**config.mk**
```make
export PLATFORM = sky130hd
export DESIGN_NAME = mips_run_ctrl
export DESIGN_NICKNAME = d
export VERILOG_FILES = /design/src/rtl/mips_run_ctrl.sv
export SDC_FILE = /design/constraint.sdc
export NUM_CORES = 1
export LEC_CHECK = 0
export CAP_MARGIN = 15
export CELL_PAD_IN_SITES_DETAIL_PLACEMENT = 0
export CELL_PAD_IN_SITES_GLOBAL_PLACEMENT = 1
export CORE_MARGIN = 5
export CORE_UTILIZATION = 42
export CTS_CLUSTER_SIZE = 12
export DETAILED_ROUTE_END_ITERATION = 8
export GPL_TIMING_DRIVEN = 0
export PLACE_DENSITY_LB_ADDON = 0.05
export SYNTH_ARGS = -nofsm -noshare
export SYNTH_HDL_FRONTEND = slang
export SYNTH_SLANG_ARGS = --single-unit
```
**constraint.sdc**
```tcl
create_clock -name clk -period 2.36 [get_ports clk]
set_clock_uncertainty 0.05 [all_clocks]
set_input_delay 0.472 -clock clk [delete_from_list [all_inputs] [get_ports clk]]
set_output_delay 0.472 -clock clk [all_outputs]
set_load 0.03 [all_outputs]
```
**src/rtl/mips_run_ctrl.sv**
```systemverilog
// mips_run_ctrl: run/step controller for the single-cycle MIPS core.
// Issues one-cycle clock-enable pulses to the core on a prescaled tick and
// supports free-run, single-step, halt, breakpoint and core restart, driven
// from board switches and active-low push keys.
//
// Ports:
//   clk       system clock
//   rst       synchronous active-high reset
//   sw[1:0]   sw[0]=1 free-run, 0 step; sw[1]=1 breakpoint enable
//   key[1:0]  raw active-low keys; key[0] run/halt/step, key[1] core restart
//   pc        current PC of the core
//   cpu_en    one-cycle enable pulse, core advances one instruction per pulse
//   cpu_rst   active-high core reset
//   state     00 RESET, 01 HALT, 10 RUN, 11 STEP
//   halted    1 while in HALT
//   step_cnt  enables issued since last core restart, saturating
//
// Build option: define RUN_CTRL_BP_EN to build the breakpoint comparator
// and the bp_skip flag; without it sw[1] and pc are ignored.
module mips_run_ctrl #(
  parameter int unsigned DIV     = 10,
  parameter logic [19:0] DEB_CNT = 20'd500000,
  parameter int unsigned RST_CYC = 4,
  parameter logic [31:0] BP_ADDR = 32'h0000_0040
) (
  input  logic        clk,
  input  logic        rst,
  input  logic [1:0]  sw,
  input  logic [1:0]  key,
  input  logic [31:0] pc,
  output logic        cpu_en,
  output logic        cpu_rst,
  output logic [1:0]  state,
  output logic        halted,
  output logic [15:0] step_cnt
);

  localparam int unsigned PRE_W  = (DIV > 1) ? $clog2(DIV) : 1;
  localparam int unsigned RCNT_W = (RST_CYC > 1) ? $clog2(RST_CYC) : 1;

  localparam logic [PRE_W-1:0]  PRE_LAST  = PRE_W'(DIV - 1);
  localparam logic [RCNT_W-1:0] RCNT_LAST = RCNT_W'(RST_CYC - 1);

  localparam logic [1:0] S_RESET = 2'b00;
  localparam logic [1:0] S_HALT  = 2'b01;
  localparam logic [1:0] S_RUN   = 2'b10;
  localparam logic [1:0] S_STEP  = 2'b11;

  // Key synchroniser, debounce and press detection
  logic [1:0]  key_m;
  logic [1:0]  key_s;
  logic [1:0]  key_lvl;
  logic [1:0]  press;
  logic [19:0] deb_cnt [2];

  always_ff @(posedge clk) begin
    if (rst) begin
      key_m      <= 2'b11;
      key_s      <= 2'b11;
      key_lvl    <= 2'b11;
      press      <= 2'b00;
      deb_cnt[0] <= '0;
      deb_cnt[1] <= '0;
    end else begin
      key_m <= key;
      key_s <= key_m;
      for (int i = 0; i < 2; i++) begin
        press[i] <= 1'b0;
        // counter runs only while the synchronised level differs from the accepted one
        if (key_s[i] == key_lvl[i]) begin
          deb_cnt[i] <= '0;
        end else if (deb_cnt[i] == DEB_CNT - 20'd1) begin
          deb_cnt[i] <= '0;
          key_lvl[i] <= key_s[i];
          press[i]   <= ~key_s[i];
        end else begin
          deb_cnt[i] <= deb_cnt[i] + 20'd1;
        end
      end
    end
  end

  // Free-running prescaler
  logic [PRE_W-1:0] pre_cnt;
  logic             tick_c;

  assign tick_c = (pre_cnt == PRE_LAST);

  always_ff @(posedge clk) begin
    if (rst) begin
      pre_cnt <= '0;
    end else begin
      pre_cnt <= tick_c ? '0 : pre_cnt + PRE_W'(1);
    end
  end

  // Breakpoint match
  logic bp_hit_c;
`ifdef RUN_CTRL_BP_EN
  logic bp_skip;
  logic bp_skip_nxt;

  // bp_skip lets the first tick after a resume step off the breakpoint PC
  assign bp_hit_c = sw[1] && (pc == BP_ADDR) && !bp_skip;
`else
  logic unused_bp;

  assign unused_bp = ^{pc ^ BP_ADDR, sw[1]};
  assign bp_hit_c  = 1'b0;
`endif

  // Next-state and output decode
  logic [1:0]        state_nxt;
  logic [RCNT_W-1:0] rcnt;
  logic [RCNT_W-1:0] rcnt_nxt;
  logic              en_nxt;
  logic              rst_nxt;

  always_comb begin
    state_nxt = state;
    rcnt_nxt  = rcnt;
    en_nxt    = 1'b0;
    rst_nxt   = 1'b0;
`ifdef RUN_CTRL_BP_EN
    bp_skip_nxt = bp_skip;
`endif
    if (press[1]) begin
      // restart wins over every other event
      state_nxt = S_RESET;
      rcnt_nxt  = '0;
      rst_nxt   = 1'b1;
    end else begin
      case (state)
        S_RESET: begin
          rst_nxt = 1'b1;
          if (rcnt == RCNT_LAST) begin
            state_nxt = S_HALT;
            rst_nxt   = 1'b0;
            rcnt_nxt  = '0;
          end else begin
            rcnt_nxt = rcnt + RCNT_W'(1);
          end
        end
        S_HALT: begin
          if (press[0]) begin
            state_nxt = sw[0] ? S_RUN : S_STEP;
`ifdef RUN_CTRL_BP_EN
            bp_skip_nxt = 1'b1;
`endif
          end
        end
        S_STEP: begin
          if (tick_c) begin
            en_nxt    = 1'b1;
            state_nxt = S_HALT;
          end
        end
        S_RUN: begin
          // halt request suppresses a same-cycle tick
          if (press[0] || !sw[0]) begin
            state_nxt = S_HALT;
          end else if (tick_c) begin
            if (bp_hit_c) begin
              state_nxt = S_HALT;
            end else begin
              en_nxt = 1'b1;
`ifdef RUN_CTRL_BP_EN
              bp_skip_nxt = 1'b0;
`endif
            end
          end
        end
        default: state_nxt = S_RESET;
      endcase
    end
  end

  // State and registered outputs
  always_ff @(posedge clk) begin
    if (rst) begin
      state    <= S_RESET;
      rcnt     <= '0;
      cpu_en   <= 1'b0;
      cpu_rst  <= 1'b1;
      halted   <= 1'b0;
      step_cnt <= '0;
`ifdef RUN_CTRL_BP_EN
      bp_skip  <= 1'b0;
`endif
    end else begin
      state   <= state_nxt;
      rcnt    <= rcnt_nxt;
      cpu_en  <= en_nxt;
      cpu_rst <= rst_nxt;
      halted  <= (state_nxt == S_HALT);
`ifdef RUN_CTRL_BP_EN
      bp_skip <= bp_skip_nxt;
`endif
      if (state == S_RESET || state_nxt == S_RESET) begin
        step_cnt <= '0;
      end else if (en_nxt && step_cnt != 16'hFFFF) begin
        step_cnt <= step_cnt + 16'd1;
      end
    end
  end

endmodule

```
==> results of run 1 <==
path summary, 6_finish.rpt:
path / from / to / slack [ns] / cells past startpoint
setup reg to reg: deb_cnt[1][0] / deb_cnt[1][18] / 0.16 / 5
hold reg to reg: key_m[1] / key_s[1] / 0.36 / 1
setup / recovery: deb_cnt[1][0] / deb_cnt[1][18] / 0.16 / 5
hold / removal: key_m[1] / key_s[1] / 0.36 / 1
final cells by class:
class | instances | area share [%]
repair buffers | 29 | 6.03
clock inverters | 7 | 2.50
well taps | 108 | 2.91
multi-input cells | 329 | 42.5
inverters | 13 | 1.05
plain buffers | 14 | 1.51
flip-flops and latches | 75 | 40.9
clock buffers | 9 | 2.66
synth_stat cells (all sizes together), types with 6 or more instances:
| cell | count | area [sq um] |
|---|---|---|
| nand3 | 18 | 103 |
| nor2 | 48 | 180 |
| ha | 6 | 75.1 |
| xnor2 | 21 | 184 |
| nand4 | 15 | 106 |
| or4 | 13 | 97.6 |
| xor2 | 9 | 78.8 |
| nor4 | 8 | 50.1 |
| or3 | 13 | 81.3 |
| clkbuf | 10 | 37.5 |
| nor3 | 10 | 50.1 |
| edfxtp | 40 | 1200 |
| inv | 13 | 48.8 |
| dfxtp | 35 | 701 |
| o31ai | 12 | 95.1 |
| o21ai | 14 | 70.1 |
| nand2 | 27 | 101 |
| a21oi | 24 | 120 |
| or2 | 7 | 43.8 |
metal layers:
layer,GRT usage (%),vias up
met3,2.32,8
met4,6.56,0
li1,-,1583
met1,19.6,1457
met5,0,-
met2,23.6,44
stage by stage:
step | std cells | utilization [%]
2_1_floorplan | 431 | -
3_3_place_gp | 564 | 49.4
3_5_place_dp | 564 | 49.4
4_1_cts | 581 | 52.3
5_1_grt | 584 | 52.8
6_report | 584 | 52.8
repair_timing:
action	4_1_cts	5_1_grt
pin swaps	2	0
setup endpoints to repair	20	13
setup buffers	1	3
hold buffers	0	0
gates resized for setup	3	8
cloned	0	0
power breakdown:
part | internal, mW | switching [mW] | leakage, nW
combinational | 0.0734 | 0.102 | 0.734
clock | 0.701 | 0.503 | 0.119
sequential | 1.42 | 0.0482 | 0.697
total | 2.20 | 0.654 | 1.55
cell families after synthesis:
logic type | count (synthesis)
buffers and inverters | 27
other | 1
AOI/OAI and AO/OA | 68
muxes | 2
DFF | 75
xor gates and xnor gates | 30
adders and majority gates | 6
and+or+nand+nor | 183
sequential cells by signal, summed over array words and instances, names as in the netlist:
register	flops
deb_cnt	40
step_cnt	16
pre_cnt	4
key_lvl	2
key_m	2
key_s	2
press	2
rcnt	2
state	2
cpu_en	1
cpu_rst	1
halted	1
==> results.ini, run 1 <==
[cells_and_area]
n_antenna_cell=0
synthesis_to_layout_area_growth_pct=21.9
drive_above_1_share_pct=8.61
finish.net_count=515
filler_cell_count=841
layout_common_cells=sky130_fd_sc_hd__nor2_1 (48), sky130_fd_sc_hd__edfxtp_1 (40), sky130_fd_sc_hd__conb_1 (40)
multi_input_gate_area_sq_um=1970
most_common_cell_after_layout_fill_and_taps_aside=sky130_fd_sc_hd__nor2_1
final_cell_area_sq_um=4650
regArea_sq_um=1900

[run]
cap_viol_max_count=0

[clocking]
ctsRootBufferMaster=sky130_fd_sc_hd__clkbuf_8
clock_path_buffers=2
tritoncts=yes
worst_skew_pair.late_latency_ns=0.35
tritoncts.num_buffers=9
tritoncts_num_sinks=75
clock_pin_slew_on_the_worst_setup_and_hold_paths_ns=0.08
htree_levels=3

[floorplanning]
std_cell_rows=34
die_height_um=105
start_util_pct=43.3
core-area_sq_um=8810
pin_count=59
die_w_um=105
area_of_the_die_sq_um=11100

[placed_design]
hpwl_after_detailed_placement_um=5740
placement.io_buffers=25
place_ws_ns=-0.336
place.gp.congestion=0.822
place_area_sq_um=4350

[setup_path]
crit_buf_inv=0
setup.worst_path.start_class=register
slowest_delay_ns=0.63
critPathTopFamily=simple AND/OR/NAND/NOR gates
critical_path_arrival_ns=2.35
required_time_at_the_worst_slack_endpoint_ns=2.51
crit_path_max_fanout=5
crit_chain=ha_1, nand4_1, or4_4, or3_1, a21oi_1
end_kind=register
worst_path_max_delay_cell=sky130_fd_sc_hd__or4_4
timing_worst_setup_path_type=reg2reg

[timing]
setup_tns_ns=0
highest_achievable_clock_rate_mhz=455
final.hold.worst_slack_ns=0.364
period_utilisation_layout_pct=93.2
setup_ws_ns=0.161
worstMarginPinSlew_ns=0.542
finalHoldViolations=0
period_needed_ns=2.20
report.final.slew_viol_count=0
finalSetupViolCount=0
max-slew-margin-rel_pct=63.9

[yosys]
yosysUniqueCellTypes=49
post_synth_xor_area_fraction_pct=6.89
yosysWarningCount=0
asyncSetResetFlopFracSynth_pct=0
synthesis.instances=392
main_combinational_cell_family_by_area_after_synthesis=simple AND/OR/NAND/NOR gates
synth.cell_area_sq_um=3810
synth-edff-count=40
synth_sequential_area_ratio_pct=49.9
synth_compound_area_share_pct=11.4
yosys.area_share.adder_pct=1.97
synth.area.mux_share_pct=0.525
yosys_register_bits=75
synth_ff_type=sky130_fd_sc_hd__edfxtp_1
synth.avg_cell_area_sq_um=9.73
yosys.area_share.simple_pct=26.3

[drt]
postRouteAntennaNets=0
via_per_inst=5.29
wl_per_cell_um=13.8
detailed_route_wirelength_on_metal3_um=237
drt-pass1-iter-count=4
routedLengthMet1_um=3890
route.top_layer_used=met4
dr.first_iter.drc_count=130
remaining_drc_errors=0
wl_met2_um=3820
routed-via-count=3092
detail_route.wirelength_um=8080

[outcome]
run_status=finished clean

[pwr]
vdd_drop_max_uv=342
leakage_nw=1.55
power.density_cell_area_nw_per_um2=613
total_power_mw=2.85

[grt]
grt_antenna_before_repair=0
grt_start_max_net_pins=14
grt_first_pass_wirelength_um=13400
grt_pass1_vias=2840
grt_use_total_pct=14.7
gr-total-overflow=0

[hold_path]
hold_path_class=reg2reg

Note: power is estimated with default switching activity, not from simulation.
==> run 2, diff against run 1 <==
--- a/config.mk
+++ b/config.mk
@@ -10,7 +10,6 @@
 export CELL_PAD_IN_SITES_GLOBAL_PLACEMENT = 1
 export CORE_MARGIN = 5
 export CORE_UTILIZATION = 42
-export CTS_CLUSTER_SIZE = 12
 export DETAILED_ROUTE_END_ITERATION = 8
 export GPL_TIMING_DRIVEN = 0
 export PLACE_DENSITY_LB_ADDON = 0.05
==> results of run 2 <==
No change in the layout: final DEF, timing and power equal those of run 1.
